===== src/rtl/act_packer.sv =====
// rtl/act_packer.sv - packs signed activations into PACK-lane words behind a small fall-through FIFO
module act_packer #(
  parameter int ACT_BITS   = 8,
  parameter int PACK       = 4,
  parameter int FIFO_DEPTH = 4
) (
  input  logic                     clk,
  input  logic                     rst,
  input  logic [ACT_BITS-1:0]      act_in,
  input  logic                     act_vld_in,
  input  logic                     flush,
  output logic [ACT_BITS*PACK-1:0] out_data,
  output logic                     out_vld,
  input  logic                     out_rdy,
  output logic                     overflow,
  output logic                     busy
);

  localparam int OUT_BITS = ACT_BITS*PACK;
  localparam int LW       = $clog2(PACK);
  localparam int PW       = $clog2(FIFO_DEPTH);
  localparam int CW       = PW + 1;
  localparam logic [LW-1:0] LAST_LANE = LW'(PACK-1);
  localparam logic [CW-1:0] FULL_CNT  = CW'(FIFO_DEPTH);

  logic [PACK-1:0][ACT_BITS-1:0] pack_q, pack_d;
  logic [LW-1:0]                 lane_cnt, lane_nxt;
  logic                          push;
  logic [OUT_BITS-1:0]           push_word;

  logic [OUT_BITS-1:0] mem [FIFO_DEPTH];
  logic [PW-1:0]       wr_ptr, rd_ptr;
  logic [CW-1:0]       count;
  logic                pop, full, push_ok;

  // Accept first, then flush sees the post-accept lane count so a completing
  // activation plus flush yields a single word.
  always_comb begin
    pack_d   = pack_q;
    lane_nxt = lane_cnt;
    push     = 1'b0;
    if (act_vld_in) begin
      pack_d[lane_cnt] = act_in;
      lane_nxt         = (lane_cnt == LAST_LANE) ? '0 : lane_cnt + 1'b1;
    end
    push_word = pack_d;
    if (act_vld_in && (lane_cnt == LAST_LANE)) begin
      push = 1'b1;
    end else if (flush && (lane_nxt != '0)) begin
      push = 1'b1;
    end
    if (push) begin
      pack_d   = '0;
      lane_nxt = '0;
    end
  end

  always_ff @(posedge clk or posedge rst) begin
    if (rst) begin
      pack_q   <= '0;
      lane_cnt <= '0;
    end else begin
      pack_q   <= pack_d;
      lane_cnt <= lane_nxt;
    end
  end

  assign pop     = out_vld & out_rdy;
  assign full    = (count == FULL_CNT);
  assign push_ok = push & (~full | pop);

  always_ff @(posedge clk or posedge rst) begin
    if (rst) begin
      wr_ptr   <= '0;
      rd_ptr   <= '0;
      count    <= '0;
      overflow <= 1'b0;
    end else begin
      if (push_ok) wr_ptr <= wr_ptr + 1'b1;
      if (pop)     rd_ptr <= rd_ptr + 1'b1;
      case ({push_ok, pop})
        2'b10:   count <= count + 1'b1;
        2'b01:   count <= count - 1'b1;
        default: count <= count;
      endcase
      if (push & ~push_ok) overflow <= 1'b1;
    end
  end

  // Storage is left unreset; the empty case is masked on the output instead.
  always_ff @(posedge clk) begin
    if (push_ok) mem[wr_ptr] <= push_word;
  end

  assign out_vld  = (count != '0);
  assign out_data = out_vld ? mem[rd_ptr] : '0;
  assign busy     = (lane_cnt != '0) | (count != '0);

endmodule

===== config.mk =====
export PLATFORM = sky130hd
export DESIGN_NAME = act_packer
export DESIGN_NICKNAME = d
export VERILOG_FILES = /design/src/rtl/act_packer.sv
export SDC_FILE = /design/constraint.sdc
export NUM_CORES = 1
export LEC_CHECK = 0
export ABC_AREA = 0
export CAP_MARGIN = 20
export CORE_MARGIN = 1.5
export CORE_UTILIZATION = 50
export CTS_CLUSTER_SIZE = 30
export DETAILED_ROUTE_END_ITERATION = 10
export GPL_ROUTABILITY_DRIVEN = 0
export GPL_TIMING_DRIVEN = 0
export PLACE_DENSITY = 0.69
export SETUP_SLACK_MARGIN = 0.15
export SYNTH_ARGS = -nofsm -noshare
export SYNTH_HDL_FRONTEND = slang
export SYNTH_SLANG_ARGS = --single-unit

===== constraint.sdc =====
create_clock -name clk -period 3.85 [get_ports clk]
set_input_delay 0.9625 -clock clk [delete_from_list [all_inputs] [get_ports clk]]
set_output_delay 0.9625 -clock clk [all_outputs]
set_load 0.005 [all_outputs]

Word level (Yosys, flattened, before mapping)
Memory sizes are Yosys's and may differ from the RTL's.
Index checks and enable logic that the tools add are counted.
{"block": "word_totals", "n_memories": 1, "output_inout_bits": 35, "register_bits": 42, "input_bits": 13, "elab_cells": 49, "ramBits": 128}
{"block": "op_classes", "n_mux": 14, "addsub": 5, "bitwise_logic": 7, "reduce_logical": 7, "eq_ne": 4, "n_lt_le_gt_ge": 2}
{"name": "mem", "words": 4, "word_bits": 32, "read_ports": 1, "rd_clocked_by_memory_dff": 0, "write_ports": 1, "line_no": "31", "text": "logic [OUT_BITS-1:0] mem [FIFO_DEPTH];"}
{"op": "32-bit 2-to-1 mux", "n": 3}
{"op": "32-bit bitwise mux", "n": 1}
{"op": "8-bit demux with 2-bit select", "n": 1}
{"op": "8-bit 2-to-1 mux", "n": 1}
{"op": "2-bit by 1-bit adder with 2-bit output, second input constant", "n": 3}
{"op": "2-bit 2-to-1 mux", "n": 3}
{"op": "3-bit case mux with 2 select lines", "n": 1}
{"op": "2-bit nonzero test", "n": 3}
{"op": "2-bit == test, second input constant", "n": 2}
{"op": "1-bit 2-to-1 mux", "n": 4}
{"op": "3-bit by 1-bit adder with 3-bit output, second input constant", "n": 1}
{"op": "1-bit bitwise AND", "n": 3}
{"op": "3-bit == test, second input constant", "n": 1}
{"op": "1-bit logical AND", "n": 3}
{"op": "2-bit by 3-bit < comparator with 1-bit output, second input constant", "n": 1}
{"op": "3-bit nonzero test", "n": 1}
{"op": "3-bit by 1-bit subtractor with 3-bit output, second input constant", "n": 1}
{"op": "2-bit by 1-bit == test with 1-bit output, second input constant", "n": 1}
{"op": "2-bit by 1-bit >= comparator with 1-bit output, second input constant", "n": 1}
{"op": "1-bit inverter", "n": 2}
{"op": "1-bit OR", "n": 2}

Longest topological paths before layout
Gate-level depths: netlist (run 1).
{"block": "depth", "word_depth": 10, "depth_mapped": 10, "mapped_depth_nobuf": 9}

Worst setup path after synthesis (run 1)
OpenSTA, ideal clock, no wires.
{"block": "synth_path", "kind": "in2reg", "startpoint": "in act_vld_in", "endpoint": "reg count[2]", "t_arrival_ps": 3105, "slack_ps": 618, "stages": 9, "setup_ps": 126, "required_ps": 3724, "n_path_buf": 2, "path_cell_list": "buf_6 -> nand2b_2 -> o221ai_4 -> clkbuf_1 -> nor2_1 -> fa_1 -> or3b_1 -> and3_1 -> a311o_1"}
{"block": "synth_between", "elab_chain_len": 8, "elab_cells_between_ends": 11, "classes_between": "eq/ne (2); mux (4); bitwise (1); reduce/logical (4)"}
{"element": "start, declared", "line_no": "10", "text": "input logic act_vld_in,"}
{"element": "2-bit 2-to-1 mux", "line_no": "42", "text": "if (act_vld_in) begin"}
{"element": "2-bit nonzero test", "line_no": "49", "text": "end else if (flush && (lane_nxt != '0)) begin"}
{"element": "1-bit logical AND", "line_no": "49"}
{"element": "1-bit 2-to-1 mux", "line_no": "49"}
{"element": "1-bit 2-to-1 mux (*)", "line_no": "47", "text": "if (act_vld_in && (lane_cnt == LAST_LANE)) begin"}
{"element": "1-bit bitwise AND (*)", "line_no": "70", "text": "assign push_ok = push & (~full | pop);"}
{"element": "2-bit by 1-bit == test with 1-bit output / 2-bit == test (equally long branches)", "line_no": "81", "text": "case ({push_ok, pop})"}
{"element": "3-bit case mux with 2 select lines / 2-bit nonzero test (equally long branches)"}
{"element": "end signal, assigned", "line_no": "82", "text": "2'b10: count <= count + 1'b1;"}
{"element": "end signal, assigned", "line_no": "83", "text": "2'b01: count <= count - 1'b1;"}
{"element": "end signal, assigned", "line_no": "84", "text": "default: count <= count;"}
{"element": "end, declared", "line_no": "33", "text": "logic [CW-1:0] count;"}
Mark *: on every way between the ends. The rest lies on a longest branch, timed or not.
A chain may end at the register's enable or synchronous reset.

Worst setup path in the final report (run 1)
{"block": "layout_path", "startpoint": "reg rd_ptr[0]", "endpoint": "out out_data[23]"}
{"block": "layout_between", "elab_chain_len": 2}
{"element": "start, declared", "line_no": "32", "text": "logic [PW-1:0] wr_ptr, rd_ptr;"}
{"element": "start signal, assigned", "line_no": "80", "text": "if (pop) rd_ptr <= rd_ptr + 1'b1;"}
{"element": "memory 4 x 32 bit"}
{"element": "32-bit 2-to-1 mux", "line_no": "96", "text": "assign out_data = out_vld ? mem[rd_ptr] : '0;"}
{"element": "end, declared", "line_no": "12", "text": "output logic [ACT_BITS*PACK-1:0] out_data,"}
No other way between the ends.

==> results by group, run 1 <==
Power and ir drop
  • Pwr dens: 754.2 mW/mm^2
  • Leakage power figure: 3.056 nW
  • Pwr Total: 6.241 mW
  • Worst vdd ir: between 0.3 and 0.4 mV

Clock tree
  • Clock slew at reported path FFs: around 0.060 ns
  • Num CTS Buffers: 17
  • CTS resizes: 2
  • Hold Buf Count CTS: 0
  • Clk_lat worst skew: 0.43 ns
  • Root Driver: clkbuf_16
  • CTS tree: built
  • # H-tree levels: 4
  • Setup Buffers After CTS: 0
  • Num Clock Sinks: 170
  • Clk buf depth: 2

Global route
  • Initial antenna violation count: 0
  • Number of global-route vias before repair: 3783
  • Largest net degree at the start of global routing: 40
  • First-pass GRT wire length: 21020 um
  • Total gr overflow: 0
  • GRT Total Usage: 20.06%

Yosys
  • Post-Syn Instances: 379
  • Adder-cell share of the synthesized area: 1.734%
  • Net Count, Synth: 401
  • Sequential area share after synthesis: 70.65%
  • Yosys reg bits: 170
  • Post-Synth XOR/XNOR Area: 0.6321%
  • Dominant synthesized flop cell: edfxtp_1
  • Async set-reset flop share out of synthesis: 24.71%
  • Mux cell area share after synthesis: 16.06%
  • Yosys warnings: 0
  • Post-synth EDFFs: between 100 and 150
  • Synth Cell Area: slightly below 0.007 mm^2
  • Syn Area/Cell: around 18 um^2
  • Simple-gate area share of the yosys netlist: 8.272%
  • Synth Area in Compound Gates: 1.174%
  • Count of different cell masters after synthesis: 34
  • Largest family of logic cells by synthesized area: multiplexers

Final layout
  • Fillers: 997
  • Final #Nets: 470
  • Ratio of cells with drive above 1 in the final layout: 25.16%
  • Most common cell after layout, fill and taps aside: edfxtp_1
  • P&R area growth vs syn: 19.43%
  • Commonest cells after routing, fill and taps aside: 128 x edfxtp_1, 45 x clkdlybuf4s50_1, 42 x dfrtp_1
  • Ant diodes: 0

Timing
  • RSZ-0062 raised after global routing: false
  • Tmin final: 3.535 ns
  • Slew Viols, Final: 0
  • Fin crit share: 91.82%
  • Hold Fails Final Rpt: 0
  • FMAX: approximately 0.28 GHz
  • Fin Clk Skew: 0.01774 ns
  • Final TNS setup: 0 ns
  • Rel. slew slack: 62.28%
  • Worst-Margin Slew: 0.5658 ns
  • Final setup viols: 0

Floorplanning
  • Die ar.: 0.01457 mm^2
  • Die height: 120.7 um
  • Die Wd: 120.7 um
  • Starting Density: 51.70%
  • # rows: 42
  • # IOs: 48
  • Core area: 0.01340 mm^2

Worst setup path
  • CP peak stage delay: ~0.56 ns
  • Worst Path Required: 2.89 ns
  • Worst Path Max Fanout: 10
  • CP startpoint kind: register
  • Levels on crit path: 5
  • CP bufs+invs: 3
  • Slowest-stage cell, CP: mux4_2
  • CP most frequent cell: buf_2
  • Reg2reg path depth: 10
  • Setup crit end kind: primary output
  • Crit Path Category: reg2out
  • CP Data Arrival Time: 2.57 ns
  • Top delay family on crit path: buffers and inverters
  • Critical path cell sequence: buf_2, buf_2, mux4_2, and2_1, clkdlybuf4s50_1

Detailed routing
  • Via Count: 3493
  • Routed wire per std cell: 20.68 um
  • Routed WL: ~13000 um
  • DRC Markers: 0
  • DRT Pass-1 Iters: 5
  • Vias/cell: 5.484
  • ANT nets after route: 0
  • Drt first-iter violations: 286

Placed design
  • PortBufs: 45
  • Post-DP HPWL: 8117 um

Outcome
  • Status: finished, final reports clean

Min path
  • Min-Delay Path Class: reg2reg
  • Hold path cells: 1

Run
  • Max-cap viol count: 0
-- stage by stage --
step	instances	utilization, %	instance area, um^2	setup slack (ns)	hold slack (ns)
after floorplan	379	-	6928	0.6185	0.4510
after global placement	600	56.70	7599	-0.3633	0.4430
after detailed placement	605	57.54	7711	-0.1743	0.4606
after CTS	637	61.70	8268	0.2060	0.4761
after global routing	637	61.75	8274	0.1674	0.4781
final	637	61.75	8274	0.3149	0.4665
-- worst register-to-register path, stage by stage, from the launching register on --
cell and delay (ns):
dfrtp_1 0.47, inv_1 0.10, ha_1 0.30, and2b_2 0.23, o221ai_4 0.33, clkbuf_2 0.35, nor2_1 0.11, fa_1 0.41
or3b_1 0.38, and3_1 0.18, a311o_1 0.31
-- power breakdown --
group | total (mW) | internal (mW) | switching, mW
combinational | 2.14 | 1.19 | 0.942
clock | 1.60 | 0.960 | 0.644
sequential | 2.50 | 2.39 | 0.106
-- cells by family (layout without fill, tap and decap cells) --
family,after synthesis,count (layout)
AO/OA/AOI/OAI,9,9
XOR/XNOR,5,5
adder cells (fa/ha/maj),9,9
buffers and inverters,24,106
flip-flops,170,170
multiplexers,67,67
AND/OR/NAND/NOR,95,95
-- synthesized netlist by cell type (2+ instances only) --
| library cell | count | area share, % |
|---|---|---|
| nor2_1 | 8 | 0.43 |
| and2_1 | 36 | 3.3 |
| nand2_1 | 6 | 0.33 |
| inv_1 | 6 | 0.33 |
| edfxtp_1 | 128 | 55 |
| mux2_2 | 33 | 5.4 |
| clkbuf_1 | 13 | 0.70 |
| nand3_1 | 3 | 0.22 |
| buf_2 | 4 | 0.29 |
| o21ai_0 | 3 | 0.22 |
| mux4_2 | 32 | 10 |
| mux2i_1 | 2 | 0.29 |
| nor2b_1 | 32 | 2.9 |
| nand3b_1 | 2 | 0.22 |
| dfrtp_1 | 42 | 15 |
| ha_1 | 8 | 1.4 |
| xnor2_1 | 4 | 0.51 |
-- final timing paths --
kind / from / to / slack, ns
max: rd_ptr[0] / out_data[23] / 0.31
min: overflow / overflow / 0.47
max reg2reg: lane_cnt[0] / count[2] / 0.57
min reg2reg: overflow / overflow / 0.47
max in group asynchronous: rst / pack_q[15] / 2.69
min in group asynchronous: rst / wr_ptr[0] / 0.72
-- state kept, by name, indices dropped and copies added, names as in the netlist --
register,count
mem,128
pack_q,32
count,3
lane_cnt,2
rd_ptr,2
wr_ptr,2
overflow,1
-- layer usage --
layer / up-vias / share of wire [%] / routed length, um / track usage, %
li1: 1568 / - / - / -
met1: 1831 / 43 / 5647 / 27.55
met2: 82 / 52 / 6801 / 32.17
met3: 12 / 4.3 / 562 / 4.858
met4: 0 / 1.2 / 160 / 6.029
met5: - / 0 / 0 / 0
-- layout make-up --
type	instances	area [um^2]	area share, %
Clock buffer	22	454.2	5.489
Multi-Input combinational cell	185	1936	23.39
Buffer	18	88.84	1.074
Tap cell	176	220.2	2.661
Inverter	6	22.52	0.2722
Sequential cell	170	4895	59.16
Clock inverter	10	100.1	1.210
Timing Repair Buffer	50	558.0	6.744
Note: power is estimated with default switching activity, not from simulation.
==> inputs of run 2 (changes only) <==
--- a/config.mk
+++ b/config.mk
@@ -7,13 +7,16 @@
 export LEC_CHECK = 0
 export ABC_AREA = 0
 export CAP_MARGIN = 20
+export CELL_PAD_IN_SITES_DETAIL_PLACEMENT = 1
+export CELL_PAD_IN_SITES_GLOBAL_PLACEMENT = 1
 export CORE_MARGIN = 1.5
 export CORE_UTILIZATION = 50
+export CTS_CLUSTER_DIAMETER = 100
 export CTS_CLUSTER_SIZE = 30
 export DETAILED_ROUTE_END_ITERATION = 10
 export GPL_ROUTABILITY_DRIVEN = 0
 export GPL_TIMING_DRIVEN = 0
-export PLACE_DENSITY = 0.69
+export PLACE_DENSITY_LB_ADDON = 0.1
 export SETUP_SLACK_MARGIN = 0.15
 export SYNTH_ARGS = -nofsm -noshare
 export SYNTH_HDL_FRONTEND = slang
==> run 2 against run 1 <==
Effect of this change: cell area is 0.51% lower; largest cell class unchanged; clock skew is 0.0089 ns lower; power is 0.43% lower; count of clock-buffer cells in the layout stayed put; critical endpoint is now out_data[30]; clock power is 3% lower; non-clock buffer count is 1 lower; register-to-register slack worse by 0.06 ns; hold slack worse by 0.0089 ns; via count is 0.26% higher; sequential share of layout area is 0.31 points higher.
==> results by group, run 2 (synthesis gave the netlist of run 1 again) <==
Global route
  • First-pass GRT wire length: 22540 um
  • Number of global-route vias before repair: between 3000 and 4000
  • Total gr overflow: 0
  • Largest net degree at the start of global routing: 33
  • GRT Total Usage: between 20 and 25%
  • Initial antenna violation count: 0

Worst setup path
  • CP bufs+invs: 3
  • Slowest-stage cell, CP: mux4_2
  • Critical path cell sequence: buf_2, clkbuf_4, mux4_2, and2_1, clkdlybuf4s50_1
  • Setup crit end kind: primary output
  • Worst Path Max Fanout: 10
  • CP peak stage delay: 0.56 ns
  • Worst Path Required: 2.89 ns
  • Crit Path Category: reg2out
  • Top delay family on crit path: buffers and inverters
  • CP Data Arrival Time: approximately 2.6 ns
  • CP startpoint kind: register

Detailed routing
  • Drt first-iter violations: 243
  • Routed wire per std cell: 22.45 um
  • DRT Pass-1 Iters: 4
  • Routed WL: around 14000 um
  • Vias/cell: 5.506
  • DRC Markers: 0
  • ANT nets after route: 0
  • Via Count: 3502

Floorplanning
  • Die Wd: 120.7 um
  • # rows: 42
  • Starting Density: between 50% and 60%
  • Core area: 0.01340 mm^2
  • # IOs: 48
  • Die ar.: 0.01457 mm^2
  • Die height: between 100 and 150 um

Placed design
  • Worst slack at placement: -0.2487 ns
  • PortBufs: 45
  • Post-DP HPWL: approximately 8700 um

Run
  • Max-cap viol count: 0

Final layout
  • Ant diodes: 0
  • Largest Register: mem
  • Largest register FFs: 128
  • Most common cell after layout, fill and taps aside: edfxtp_1
  • Commonest cells after routing, fill and taps aside: 128 x edfxtp_1, 45 x clkdlybuf4s50_1, 42 x dfrtp_1
  • Fillers: 1199
  • Ratio of cells with drive above 1 in the final layout: between 20% and 30%
  • P&R area growth vs syn: 18.82%
  • Final #Nets: 469
  • Largest regs: mem x128, pack_q x32, count x3

Timing
  • Rel. slew slack: 35.11%
  • RSZ-0062 raised after global routing: false
  • Slew Viols, Final: 0
  • Fin crit share: 91.62%
  • Hold Fails Final Rpt: 0
  • Worst-Margin Slew: 0.9733 ns
  • FMAX: 0.2835 GHz
  • Fin Clk Skew: approximately 0.009 ns
  • Fin worst setup slack: 0.3228 ns
  • Tmin final: ~3.5 ns
  • Final setup viols: 0

Clock tree
  • CTS tree: built
  • Setup Buffers After CTS: 0
  • Root Driver: clkbuf_16
  • Num Clock Sinks: 170
  • Clock slew at reported path FFs: 0.06 ns
  • CTS resizes: 3
  • Hold Buf Count CTS: 0
  • Clk_lat worst skew: ~0.42 ns
  • Clk buf depth: 2
  • # H-tree levels: 4
  • Num CTS Buffers: 17

Min path
  • Min-Delay Path Class: reg2reg

Power and ir drop
  • Worst vdd ir: 0.3880 mV
  • Leakage power figure: 3.041 nW
  • Pwr dens: 754.9 mW/mm^2
  • Pwr Total: 6.214 mW

Outcome
  • Status: finished, final reports clean
[run 2: cell count changes in the layout (fill, tap and decap cells not counted), sizes merged]
cell and delta:
buf -4, bufinv -1, clkbuf +3, clkinv +1
[run 2: metrics by stage]
step | area [um^2] | TNS (ns) | util, % | cells | hold WS, ns
after floorplan | 6928 | 0 | - | 379 | 0.4510
after global placement | 7599 | -44.93 | 56.70 | 600 | 0.4393
after detailed placement | 7684 | -0.2487 | 57.34 | 604 | 0.4480
after CTS | 8220 | 0 | 61.34 | 636 | 0.4626
after global routing | 8232 | 0 | 61.43 | 636 | 0.4804
final | 8232 | 0 | 61.43 | 636 | 0.4576
[run 2: area by class of cell]
cell class	instances	area, um^2	share of cell area, %
flip-flops and latches	170	4895	59.46
inverters	6	22.52	0.2736
clock buffers	22	454.2	5.518
multi-input cells	185	1936	23.51
repair buffers	49	530.5	6.445
plain buffers	18	95.09	1.155
well taps	176	220.2	2.675
clock inverters	10	78.83	0.9576
[run 2: metal layers]
metal  GRT usage (%)  part of all wire [%]  up-vias
met5               0                     0        -
met4           8.971                   2.2        0
met3           4.623                   3.8       26
met2           36.54                    52       93
met1           28.26                    42     1820
li1                -                     -     1563
[run 2: final timing paths]
check,from,to,slack (ns),cells past startpoint
min in group asynchronous,rst,pack_q[27],0.85,2
setup / recovery,rd_ptr[0],out_data[30],0.32,5
max in group asynchronous,rst,pack_q[16],2.50,3
hold reg to reg,overflow,overflow,0.46,1
hold / removal,overflow,overflow,0.46,1
setup reg to reg,lane_cnt[0],count[2],0.51,10
[run 2: where the power goes]
group,internal [mW],switching [mW],total (mW)
registers,2.40,0.114,2.51
clock network,0.896,0.658,1.55
logic,1.19,0.959,2.15
total,4.48,1.73,6.21
